<file path="src/rtl/alu_pipe_status_if.sv">
// alu_pipe_status_if: operand/result handshake bundle between the register-file read stage,
// the ALU and writeback; master drives operands and consumes results.
interface alu_pipe_status_if #(
  parameter int WIDTH = 16
);
  logic             in_valid;
  logic             in_ready;
  logic [WIDTH-1:0] Ain;
  logic [WIDTH-1:0] Bin;
  logic [2:0]       ALUop;
  logic             setf;
  logic             out_valid;
  logic             out_ready;
  logic [WIDTH-1:0] out;
  logic [2:0]       Z;
  logic [2:0]       status;

  modport master (
    output in_valid, Ain, Bin, ALUop, setf, out_ready,
    input  in_ready, out_valid, out, Z, status
  );

  modport slave (
    input  in_valid, Ain, Bin, ALUop, setf, out_ready,
    output in_ready, out_valid, out, Z, status
  );
endinterface

</file>
<file path="src/rtl/alu_pipe_status.sv">
// alu_pipe_status: registered ALU, one result plus zero/neg/ovf flags per accepted op; sticky status.
// Latency 1, throughput 1 (ALU_MUL_EN: op 110 multiplies over MUL_CYC cycles with in_ready low).
// Backpressure: while a result waits with out_ready low, in_ready is low and out/Z hold.
module alu_pipe_status #(
  parameter int WIDTH   = 16,
  parameter int MUL_CYC = WIDTH
) (
  input logic              clk,
  input logic              reset,
  alu_pipe_status_if.slave bus
);

  if (WIDTH < 2 || MUL_CYC < 1 || MUL_CYC > WIDTH) begin : g_param_check
    $error("alu_pipe_status: WIDTH must be >= 2 and MUL_CYC in 1..WIDTH");
  end

  typedef enum logic [1:0] {
    IDLE,
    HOLD
`ifdef ALU_MUL_EN
    , MUL
`endif
  } state_t;

  typedef struct packed {
    logic ovf;
    logic neg;
    logic zero;
  } flags_t;

  localparam logic [2:0] OP_ADD  = 3'b000;
  localparam logic [2:0] OP_SUB  = 3'b001;
  localparam logic [2:0] OP_AND  = 3'b010;
  localparam logic [2:0] OP_NOTB = 3'b011;
  localparam logic [2:0] OP_OR   = 3'b100;
  localparam logic [2:0] OP_XOR  = 3'b101;

  state_t           state_q, state_d;
  logic [WIDTH-1:0] out_q;
  flags_t           z_q, status_q;
  logic             accept;
  logic [WIDTH-1:0] alu_res;
  flags_t           alu_flags;
  logic             ld;
  logic [WIDTH-1:0] res_d;
  flags_t           flg_d;
  logic             setf_d;

  assign bus.in_ready  = !reset && ((state_q == IDLE) || (state_q == HOLD && bus.out_ready));
  assign accept        = bus.in_valid && bus.in_ready;
  assign bus.out_valid = (state_q == HOLD);
  assign bus.out       = out_q;
  assign bus.Z         = z_q;
  assign bus.status    = status_q;

  // Single-cycle ops; 110 falls through to pass-B, the multiplier path overrides it when present.
  always_comb begin
    alu_res   = bus.Bin;
    alu_flags = '0;
    case (bus.ALUop)
      OP_ADD: begin
        alu_res       = bus.Ain + bus.Bin;
        alu_flags.ovf = (bus.Ain[WIDTH-1] == bus.Bin[WIDTH-1]) &&
                        (alu_res[WIDTH-1] != bus.Ain[WIDTH-1]);
      end
      OP_SUB: begin
        alu_res       = bus.Ain - bus.Bin;
        alu_flags.ovf = (bus.Ain[WIDTH-1] != bus.Bin[WIDTH-1]) &&
                        (alu_res[WIDTH-1] != bus.Ain[WIDTH-1]);
      end
      OP_AND:  alu_res = bus.Ain & bus.Bin;
      OP_NOTB: alu_res = ~bus.Bin;
      OP_OR:   alu_res = bus.Ain | bus.Bin;
      OP_XOR:  alu_res = bus.Ain ^ bus.Bin;
      default: alu_res = bus.Bin;
    endcase
    alu_flags.neg  = alu_res[WIDTH-1];
    alu_flags.zero = (alu_res == '0);
  end

`ifdef ALU_MUL_EN
  localparam logic [2:0] OP_MUL = 3'b110;
  // Each MUL cycle retires STEP multiplier bits so the product is complete after MUL_CYC cycles.
  localparam int STEP = (WIDTH + MUL_CYC - 1) / MUL_CYC;
  localparam int CW   = (MUL_CYC > 1) ? $clog2(MUL_CYC) : 1;

  logic [2*WIDTH-1:0] acc_q, acc_d, mcand_q;
  logic [WIDTH-1:0]   mplier_q;
  logic [CW-1:0]      cnt_q;
  logic               mul_setf_q;
  flags_t             mul_flags;

  always_comb begin
    acc_d = acc_q;
    for (int i = 0; i < STEP; i++) begin
      if (mplier_q[i]) acc_d = acc_d + (mcand_q << i);
    end
    mul_flags.ovf  = |acc_d[2*WIDTH-1:WIDTH];
    mul_flags.neg  = acc_d[WIDTH-1];
    mul_flags.zero = (acc_d[WIDTH-1:0] == '0);
  end

  always_ff @(posedge clk) begin
    if (reset) begin
      acc_q      <= '0;
      mcand_q    <= '0;
      mplier_q   <= '0;
      cnt_q      <= '0;
      mul_setf_q <= 1'b0;
    end else if (accept && bus.ALUop == OP_MUL) begin
      acc_q      <= '0;
      mcand_q    <= {{WIDTH{1'b0}}, bus.Ain};
      mplier_q   <= bus.Bin;
      cnt_q      <= '0;
      mul_setf_q <= bus.setf;
    end else if (state_q == MUL) begin
      acc_q    <= acc_d;
      mcand_q  <= mcand_q << STEP;
      mplier_q <= mplier_q >> STEP;
      cnt_q    <= cnt_q + 1'b1;
    end
  end
`endif

  always_comb begin
    state_d = state_q;
    ld      = 1'b0;
    res_d   = alu_res;
    flg_d   = alu_flags;
    setf_d  = bus.setf;
    case (state_q)
      IDLE, HOLD: begin
        if (accept) begin
`ifdef ALU_MUL_EN
          if (bus.ALUop == OP_MUL) begin
            state_d = MUL;
          end else begin
            state_d = HOLD;
            ld      = 1'b1;
          end
`else
          state_d = HOLD;
          ld      = 1'b1;
`endif
        end else if (state_q == HOLD && bus.out_ready) begin
          state_d = IDLE;
        end
      end
`ifdef ALU_MUL_EN
      MUL: begin
        if (cnt_q == CW'(MUL_CYC - 1)) begin
          state_d = HOLD;
          ld      = 1'b1;
          res_d   = acc_d[WIDTH-1:0];
          flg_d   = mul_flags;
          setf_d  = mul_setf_q;
        end
      end
`endif
      default: state_d = IDLE;
    endcase
  end

  always_ff @(posedge clk) begin
    if (reset) begin
      state_q  <= IDLE;
      out_q    <= '0;
      z_q      <= '0;
      status_q <= '0;
    end else begin
      state_q <= state_d;
      if (ld) begin
        out_q <= res_d;
        z_q   <= flg_d;
        if (setf_d) status_q <= flg_d;
      end
    end
  end

endmodule

</file>
<file path="src/flat_wrapper.sv">
// flat-port wrapper written by rule: the top's interface ports become plain ports
module alu_pipe_status_flat 
#(
  parameter int WIDTH   = 16,
  parameter int MUL_CYC = WIDTH
)
  (clk, reset, bus_in_valid, bus_Ain, bus_Bin, bus_ALUop, bus_setf, bus_out_ready, bus_in_ready, bus_out_valid, bus_out, bus_Z, bus_status);
  alu_pipe_status_if #(.WIDTH(WIDTH)) bus_i ();
  input logic clk;
  input logic reset;
  input wire logic [$bits(bus_i.in_valid)-1:0] bus_in_valid;
  input wire logic [$bits(bus_i.Ain)-1:0] bus_Ain;
  input wire logic [$bits(bus_i.Bin)-1:0] bus_Bin;
  input wire logic [$bits(bus_i.ALUop)-1:0] bus_ALUop;
  input wire logic [$bits(bus_i.setf)-1:0] bus_setf;
  input wire logic [$bits(bus_i.out_ready)-1:0] bus_out_ready;
  output wire logic [$bits(bus_i.in_ready)-1:0] bus_in_ready;
  output wire logic [$bits(bus_i.out_valid)-1:0] bus_out_valid;
  output wire logic [$bits(bus_i.out)-1:0] bus_out;
  output wire logic [$bits(bus_i.Z)-1:0] bus_Z;
  output wire logic [$bits(bus_i.status)-1:0] bus_status;
  assign bus_i.in_valid = bus_in_valid;
  assign bus_i.Ain = bus_Ain;
  assign bus_i.Bin = bus_Bin;
  assign bus_i.ALUop = bus_ALUop;
  assign bus_i.setf = bus_setf;
  assign bus_i.out_ready = bus_out_ready;
  assign bus_in_ready = bus_i.in_ready;
  assign bus_out_valid = bus_i.out_valid;
  assign bus_out = bus_i.out;
  assign bus_Z = bus_i.Z;
  assign bus_status = bus_i.status;
  alu_pipe_status #(.WIDTH(WIDTH), .MUL_CYC(MUL_CYC)) u_core (.clk(clk), .reset(reset), .bus(bus_i));
endmodule
</file>
<file path="config.mk">
export PLATFORM = sky130hd
export DESIGN_NAME = alu_pipe_status_flat
export DESIGN_NICKNAME = d
export VERILOG_FILES = /design/src/rtl/alu_pipe_status_if.sv /design/src/rtl/alu_pipe_status.sv /design/src/flat_wrapper.sv
export SDC_FILE = /design/constraint.sdc
export NUM_CORES = 1
export LEC_CHECK = 0
export CORE_ASPECT_RATIO = 1.25
export CORE_MARGIN = 8
export CORE_UTILIZATION = 56
export CTS_BUF_LIST = sky130_fd_sc_hd__clkbuf_16
export DETAILED_ROUTE_END_ITERATION = 7
export PLACE_DENSITY = 0.93
export SLEW_MARGIN = 20
export SYNTH_ARGS = -nofsm -noshare
export SYNTH_HDL_FRONTEND = slang
export SYNTH_SLANG_ARGS = --single-unit
</file>
<file path="constraint.sdc">
create_clock -name clk -period 5.23 [get_ports clk]
set_input_delay 1.3075 -clock clk [delete_from_list [all_inputs] [get_ports clk]]
set_output_delay 1.3075 -clock clk [all_outputs]
set_load 0.02 [all_outputs]
</file>
**After elaboration in Yosys (flattened, before gate mapping)**

Index checks and enable logic that the tools add are counted.
Widths: inputs -> output; s select.

- Register bits after elaboration: 23
- Latch bits: 0
- RAM bits: 0
- ROM bits: 0
- Input bits: 40
- Word-level logic and storage cells: 44
- Memories: 0

- $add $sub $neg: 2
- $mul: 0
- Divide/modulo/power cells: 0
- Order comparisons: 0
- Equal/unequal tests: 9
- Shift-type cells: 0
- Muxes and demuxes: 6
- Bitwise logic cells: 5
- Reductions and logical operators: 14

Operators with widths:

| kind | number |
|---|---|
| $pmux 16 s6 | 1 |
| $add 16x16->16 | 1 |
| $and 16x16->16 | 1 |
| $logic_not 16->1 | 1 |
| $not 16->16 | 1 |
| $or 16x16->16 | 1 |
| $sub 16x16->16 | 1 |
| $xor 16x16->16 | 1 |
| $eq 3x2->1 const B | 2 |
| $eq 3x3->1 const B | 2 |
| $logic_and 1x1->1 | 5 |
| $mux 1 | 4 |
| $reduce_or 2->1 | 2 |
| $eq 3x1->1 const B | 1 |
| $logic_not 3->1 | 1 |
| $ne 1x1->1 | 3 |
| $logic_not 2->1 | 1 |
| $pmux 1 s2 | 1 |
| $reduce_and 2->1 | 1 |
| $reduce_bool 2->1 | 1 |
| $eq 1x1->1 | 1 |
| $logic_not 1->1 | 1 |
| $logic_or 1x1->1 | 1 |
| $not 1->1 | 1 |

**Logic depth before layout (Yosys ltp)**

- Depth in word-level cells: 7
- Depth in mapped cells: 13
- Mapped depth without buffers: 13

**Worst setup path before layout**

No wires, ideal clock.

- Path type: input -> register
- Start: input port bus_Bin[0]
- End: register u_core.z_q (netlist bit u_core.bus.Z[0])
- Data arrival time: 4,011 ps
- Required time: 5,161 ps
- Setup slack: 1,150 ps
- Stages: 12
- Cell sequence: ha_1 > inv_1 > fa_1 > nand2b_1 > a211o_1 > o41ai_1 > o21ai_0 > xnor2_1 > a21oi_1 > a2bb2oi_1 > or4b_1 > o21ai_1

- Cells in the longest elaborated chain, start to end: 3
- Elaborated cells between the ends (all ways): 8
- Classes of those cells: add/sub (2); mux (1); bitwise (4); reduce/logical (1)

Ends and longest elaborated chain:

| item | line | source |
|---|---|---|
| start, declared | flat_wrapper.sv:13 | `input wire logic [$bits(bus_i.Bin)-1:0] bus_Bin;` |
| $sub 16x16->16 (tied with other cells) | alu_pipe_status.sv:67 | `alu_res = bus.Ain - bus.Bin;` |
| $pmux 16 s6 * | alu_pipe_status.sv:60 | `case (bus.ALUop)` |
| $logic_not 16->1 * | alu_pipe_status.sv:78 | `alu_flags.zero = (alu_res == '0);` |
| end signal, assigned | alu_pipe_status.sv:174 | `z_q <= flg_d;` |
| end, declared | alu_pipe_status.sv:40 | `flags_t z_q, status_q;` |

Mark *: on every way between the ends. The rest lies on a longest branch, timed or not.
A chain may end at the register's enable or synchronous reset.

**Worst setup path in the final report**

Ends and elaborated chain as after synthesis.

==> results.sh <==
export IMPL_synthArstFlopShare_pct=0
export IMPL_firstDrtPassIters=5
export IMPL_clockBufferDepth=2
export IMPL_clk_pin_slew_ns=0.06
export IMPL_ant_nets=0
export IMPL_total_leakage_power_nw=2.02
export IMPL_cts_sinks=22
export IMPL_critPathMaxStageDelay_ns=0.55
export IMPL_ys_types=91
export IMPL_crit_path_start_kind="primary input"
export IMPL_crit_chain="clkdlybuf4s50_1 > ha_1 > inv_1 > fa_1 > nand2b_1 > a211o_1 > o41ai_1 > o21ai_0 > xnor2_1 > a21oi_1 > a2bb2oi_1 > or4b_1 > o21ai_1"
export IMPL_cts_tree="done"
export IMPL_fin_skew_ns=0.00324
export IMPL_post_cts_buffers=0
export IMPL_tightest_slew_ns=0.910
export IMPL_synth_compound_area_share_pct=35.1
export IMPL_synth_top_family_by_area="compound AO/OA/AOI/OAI gates"
export IMPL_synth_warnings=0
export IMPL_dieArea_um2=10600
export IMPL_die_y_um=113
export IMPL_fin_cells=709
export IMPL_post_route_period_util_pct=91.4
export IMPL_syn_area_per_cell_um2=7.24
export IMPL_synth_xor_xnor_area_share_pct=1.46
export IMPL_status="completed"
export IMPL_portBuffers=63
export IMPL_clock_fmax_mhz=209
export IMPL_synthToLayoutAreaGrowth_pct=16.9
export IMPL_layout_common_cells="clkdlybuf4s50_1 (63), o21ai_0 (54), inv_1 (51)"
export IMPL_track_usage_pct=24.7
export IMPL_layout_commonest_cell="clkdlybuf4s50_1"
export IMPL_dieWidth_um=93.5
export IMPL_synth_adder_area_share_pct=15.8
export IMPL_synth_ff_type="dfxtp_1"
export IMPL_total_power_mw=0.825
export IMPL_drive_above_1_share_pct=7.46
export IMPL_syn_num_nets=673
export IMPL_initial_core_util_pct=57.5
export IMPL_vias=4745
export IMPL_setup_viol=0
export IMPL_share_comb_of_total_power_pct=57.9
export IMPL_drt_iter0_drc=398
export IMPL_numPlacedInstances=706
export IMPL_insertion_delay_ns=0.25
export IMPL_hold_viol=0
export IMPL_nNetsFinal=711
export IMPL_synth_mux_area_share_pct=1.70
export IMPL_route_detailed_drc=0
export IMPL_p_int_mw=0.480
export IMPL_antenna_found_initial=0
export IMPL_post_drt_wl_per_cell_um=19.3
export IMPL_core_area_um2=7310
export IMPL_grt_max_degree=47
export IMPL_yosysSeqAreaShare_pct=10.5
export IMPL_slew_violations=0
export IMPL_rows=35
export IMPL_swShare_pct=41.8
export IMPL_ys_ff_latch=22
export IMPL_utilization_pct=67.2
export IMPL_hold_path_class="flip-flop to flip-flop"
export IMPL_powerDensity_nw_per_um2=168
export IMPL_critPathArrivalTime_ns=4.95
export IMPL_setup_tns_ns=0
export IMPL_globalplace_congestion=0.985
export IMPL_ir_drop_uv=192
export IMPL_synthSimpleGateAreaFrac_pct=25.7
export IMPL_crit_required_ns=5.40
export IMPL_post_route_min_period_ns=4.78
export IMPL_via_per_inst=6.69
export IMPL_grt_pass1_wl_um=21700
export IMPL_dpl_hpwl_um=10600
export IMPL_critPathCaptureType="flip-flop"
export IMPL_ios=64
export IMPL_synth_edf_count=0
export IMPL_criticalPathCategory="primary input to flip-flop"
export IMPL_drv_cap=0
export IMPL_rsz0062_at_grt="false"
export IMPL_routed_wl_um=13700
export IMPL_insertedDiodeCount=0
export IMPL_cp_slowest_cell="clkdlybuf4s50_1"
export IMPL_synth_cells=581
export IMPL_cts_hold_buffers=0
export IMPL_slew_headroom_pct=39.2
export IMPL_grt_pass1_vias=4505
export IMPL_cts_root_buf="clkbuf_16"
export IMPL_seqPwrFrac_pct=23.3
export IMPL_post_cts_resized=0
export IMPL_grt_remaining_overflow=0
export IMPL_syn_area_um2=4210
export IMPL_p_sw_mw=0.345
export IMPL_pwr_share_clk_pct=18.8
export IMPL_htreeDepth=1
export IMPL_num_fill_cells=624
export IMPL_cts_buffers=3
export IMPL_cp_max_fo=5
-- cell type report --
| type | count | area, um^2 | area share (%) |
|---|---|---|---|
| clock buffers | 3 | 75.1 | 1.53 |
| inverters | 54 | 203 | 4.12 |
| multi-input cells | 464 | 3360 | 68.3 |
| flip-flops and latches | 22 | 440 | 8.96 |
| well taps | 92 | 115 | 2.34 |
| repair buffers | 74 | 726 | 14.8 |
-- final timing paths --
path,startpoint,end,slack (ns),depth (start not counted)
max,bus_Bin[0],u_core.bus.Z[0],0.45,13
min,u_core.bus.out[13],u_core.bus.out[13],0.49,2
max reg2reg,u_core.state_q[0],u_core.bus.out[5],3.34,5
min reg2reg,u_core.bus.out[13],u_core.bus.out[13],0.49,2
-- critical path: cells and delay by family --
kind | cells | cell delay (ns)
compound gates | 6 | 1.56
xor+xnor | 1 | 0.16
fa+ha+maj | 2 | 0.66
buf+inv | 2 | 0.62
simple gates | 2 | 0.66
-- Yosys cell counts, types with 3 or more instances --
cell | count | area [um^2]
dfxtp_1 | 22 | 440
or2_2 | 3 | 18.8
a22oi_1 | 7 | 52.6
clkbuf_1 | 12 | 45.0
nor2b_1 | 11 | 68.8
nand4_1 | 8 | 50.1
nand2b_1 | 12 | 75.1
inv_2 | 3 | 11.3
a21oi_1 | 37 | 185
and3_1 | 9 | 56.3
o211ai_1 | 6 | 45.0
ha_1 | 50 | 626
nor2_1 | 38 | 143
a21o_1 | 7 | 52.6
o2111ai_1 | 4 | 35.0
inv_1 | 51 | 191
nor4_1 | 5 | 31.3
a211oi_1 | 8 | 60.1
o21a_1 | 6 | 45.0
o21ai_0 | 54 | 270
nor3_1 | 16 | 80.1
buf_2 | 21 | 105
a221oi_1 | 4 | 35.0
and2_1 | 4 | 25.0
a41o_1 | 3 | 30.0
nor3b_1 | 4 | 30.0
or3_1 | 7 | 43.8
o31ai_1 | 8 | 60.1
o221ai_1 | 5 | 43.8
xnor2_1 | 7 | 61.3
nand3b_1 | 23 | 173
nand2_1 | 32 | 120
o31a_1 | 4 | 35.0
nand3_1 | 10 | 50.1
mux2i_1 | 6 | 60.1
-- power groups by stage --
stage / combinational (mW) / clock, mW / sequential [mW]
6_report: 0.478 / 0.155 / 0.192
4_1_cts: 0.468 / 0.155 / 0.192
3_3_place_gp: 0.455 / 0 / 0.194
2_1_floorplan: 0.298 / 0 / 0.212
5_1_grt: 0.514 / 0.160 / 0.193
3_5_place_dp: 0.465 / 0 / 0.195
-- sequential cells by signal (all words and copies together), names as in the netlist --
name               cells
u_core.bus.Z           2
u_core.bus.out        16
u_core.bus.status      3
u_core.state_q         1
-- metal layers --
metal | global-route usage (%) | up-vias | part of all wire [%]
li1 | - | 2219 | -
met1 | 28.1 | 2204 | 39
met2 | 44.6 | 271 | 50
met3 | 2.32 | 51 | 7.5
met4 | 11.6 | 0 | 4.0
met5 | 0 | - | 0
-- logic make-up (layout without fill, tap and decap cells) --
logic type | Yosys count | in the layout
buffers and inverters | 95 | 131
XOR/XNOR | 7 | 7
multiplexers | 7 | 7
AND/OR/NAND/NOR | 196 | 196
adder cells (fa/ha/maj) | 52 | 52
flip-flops | 22 | 22
AO/OA/AOI/OAI | 202 | 202
-- metrics by stage --
stage / setup WS (ns) / hold slack [ns] / cell area [um^2]
after floorplan: 1.15 / 0.548 / 4210
after global placement: 0.290 / 0.462 / 4840
after detailed placement: 0.202 / 0.467 / 4840
after CTS: 0.449 / 0.487 / 4920
after global routing: 0.108 / 0.516 / 4920
final: 0.449 / 0.488 / 4920
No activity file was read; power rests on OpenSTA's default activity.
==> variant: new RTL, same flow settings <==
`WIDTH` is set to 16 in 3 places; all go to 32.
--- a/src/rtl/alu_pipe_status_if.sv
+++ b/src/rtl/alu_pipe_status_if.sv
@@ -2,5 +2,5 @@
 // the ALU and writeback; master drives operands and consumes results.
 interface alu_pipe_status_if #(
-  parameter int WIDTH = 16
+  parameter int WIDTH = 32
 );
   logic             in_valid;
--- a/src/rtl/alu_pipe_status.sv
+++ b/src/rtl/alu_pipe_status.sv
@@ -3,5 +3,5 @@
 // Backpressure: while a result waits with out_ready low, in_ready is low and out/Z hold.
 module alu_pipe_status #(
-  parameter int WIDTH   = 16,
+  parameter int WIDTH   = 32,
   parameter int MUL_CYC = WIDTH
 ) (
--- a/src/flat_wrapper.sv
+++ b/src/flat_wrapper.sv
@@ -2,5 +2,5 @@
 module alu_pipe_status_flat 
 #(
-  parameter int WIDTH   = 16,
+  parameter int WIDTH   = 32,
   parameter int MUL_CYC = WIDTH
 )
Ports: changed (resized bus_Ain, bus_Bin and bus_out); port bits go from 64 to 112. The function was not compared with the original's and may differ.
==> variant against the original RTL <==
- largest power group unchanged
- non-clock buffer count is 241 higher
- synthesized area is 95% higher
- register-to-register slack worse by 0.26 ns
- wire length grew to 2.7 times the old value
- combinational power grew to 2.6 times the old value
- power is 120% higher
- sequential cell count is 16 higher
- worst setup slack worse by 0.30 ns
- design area is 120% higher
==> variant: results (changes against the original RTL) <==
- Clock Skew: 0.002267 ns (-0.0009693 ns)
- Violation count after the first detailed-route iteration: 1,502 (+280%)
- PortBufs: 111 (+76%)
- Crit Path Max Fanout: 3 (-2)
- CP Data Arrival Time: 5.30 ns (+0.35 ns)
- Adder-Cell Fraction of Synth Area: 0.1634 (+0.005153)
- Share of cells above drive strength 1: 0.1922 (+0.1176)
- Max FFs per register: 32 (+16)
- Combinational Power Share: 0.664 (+0.085)
- Synth area leaders: ha_1 16%, dfxtp_1 9.3%, o21ai_0 7.2%, a21oi_1 7.0%, inv_1 4.4%
- Post-synthesis cell type count: 89 (-2.2%)
- Fill cells: 1,156 (+85%)
- IR Drop Worst-Case VDD: 245.2 uV (+28%)
- Worst hold slack: 0.4583 ns (-0.03003 ns)
- Vias/cell: 6.731 (+0.58%)
- Tmin final: 5.077 ns (+0.2957 ns)
- Dpl hpwl: 29,290 um (+180%)
- Power Density: 167.2 nW/um^2 (-0.42%)
- Vias in the first global route: 10,636 (+140%)
- Worst slack at placement: -0.4107 ns (-0.6123 ns)
- R2R cell count: 6 (+1)
- Top post-synthesis cells by count: 118 x o21ai_0, 114 x a21oi_1, 104 x ha_1
- Pleak: 4.877 nW (+140%)
- Setup slack, reg-to-reg: 3.08 ns (-0.26 ns)
- Status: complete, no violations
- GPL Wtd Cong: 1.084 (+10%)
==> variant: cell count changes after synthesis, sizes merged, moves of 45 or more <==
cell    change
o21ai      +65
ha         +54
nand3      +45
a21oi      +78
nand2      +65
clkbuf     +46
nor2       +56
==> variant: cell families (layout without fill, tap and decap cells) <==
group           after synthesis  count (layout)
xor+xnor                      6               6
buf+inv                     185             422
compound gates              470             470
flops                        38              38
mux                          13              13
fa+ha+maj                   106             106
simple gates                402             402
==> variant: final cells by class <==
| class | count | area share |
|---|---|---|
| clock inverters | 2 | 0.0009061 |
| repair buffers | 315 | 0.2435 |
| well taps | 178 | 0.02016 |
| multi-input cells | 997 | 0.6213 |
| flip-flops and latches | 38 | 0.06886 |
| inverters | 100 | 0.03398 |
| clock buffers | 5 | 0.01133 |
==> variant: per-layer routing <==
metal  share of wire  global-route usage
met1            0.35              0.3970
met2            0.48              0.6470
met3           0.094             0.06758
met4           0.085              0.2903
met5               0                   0
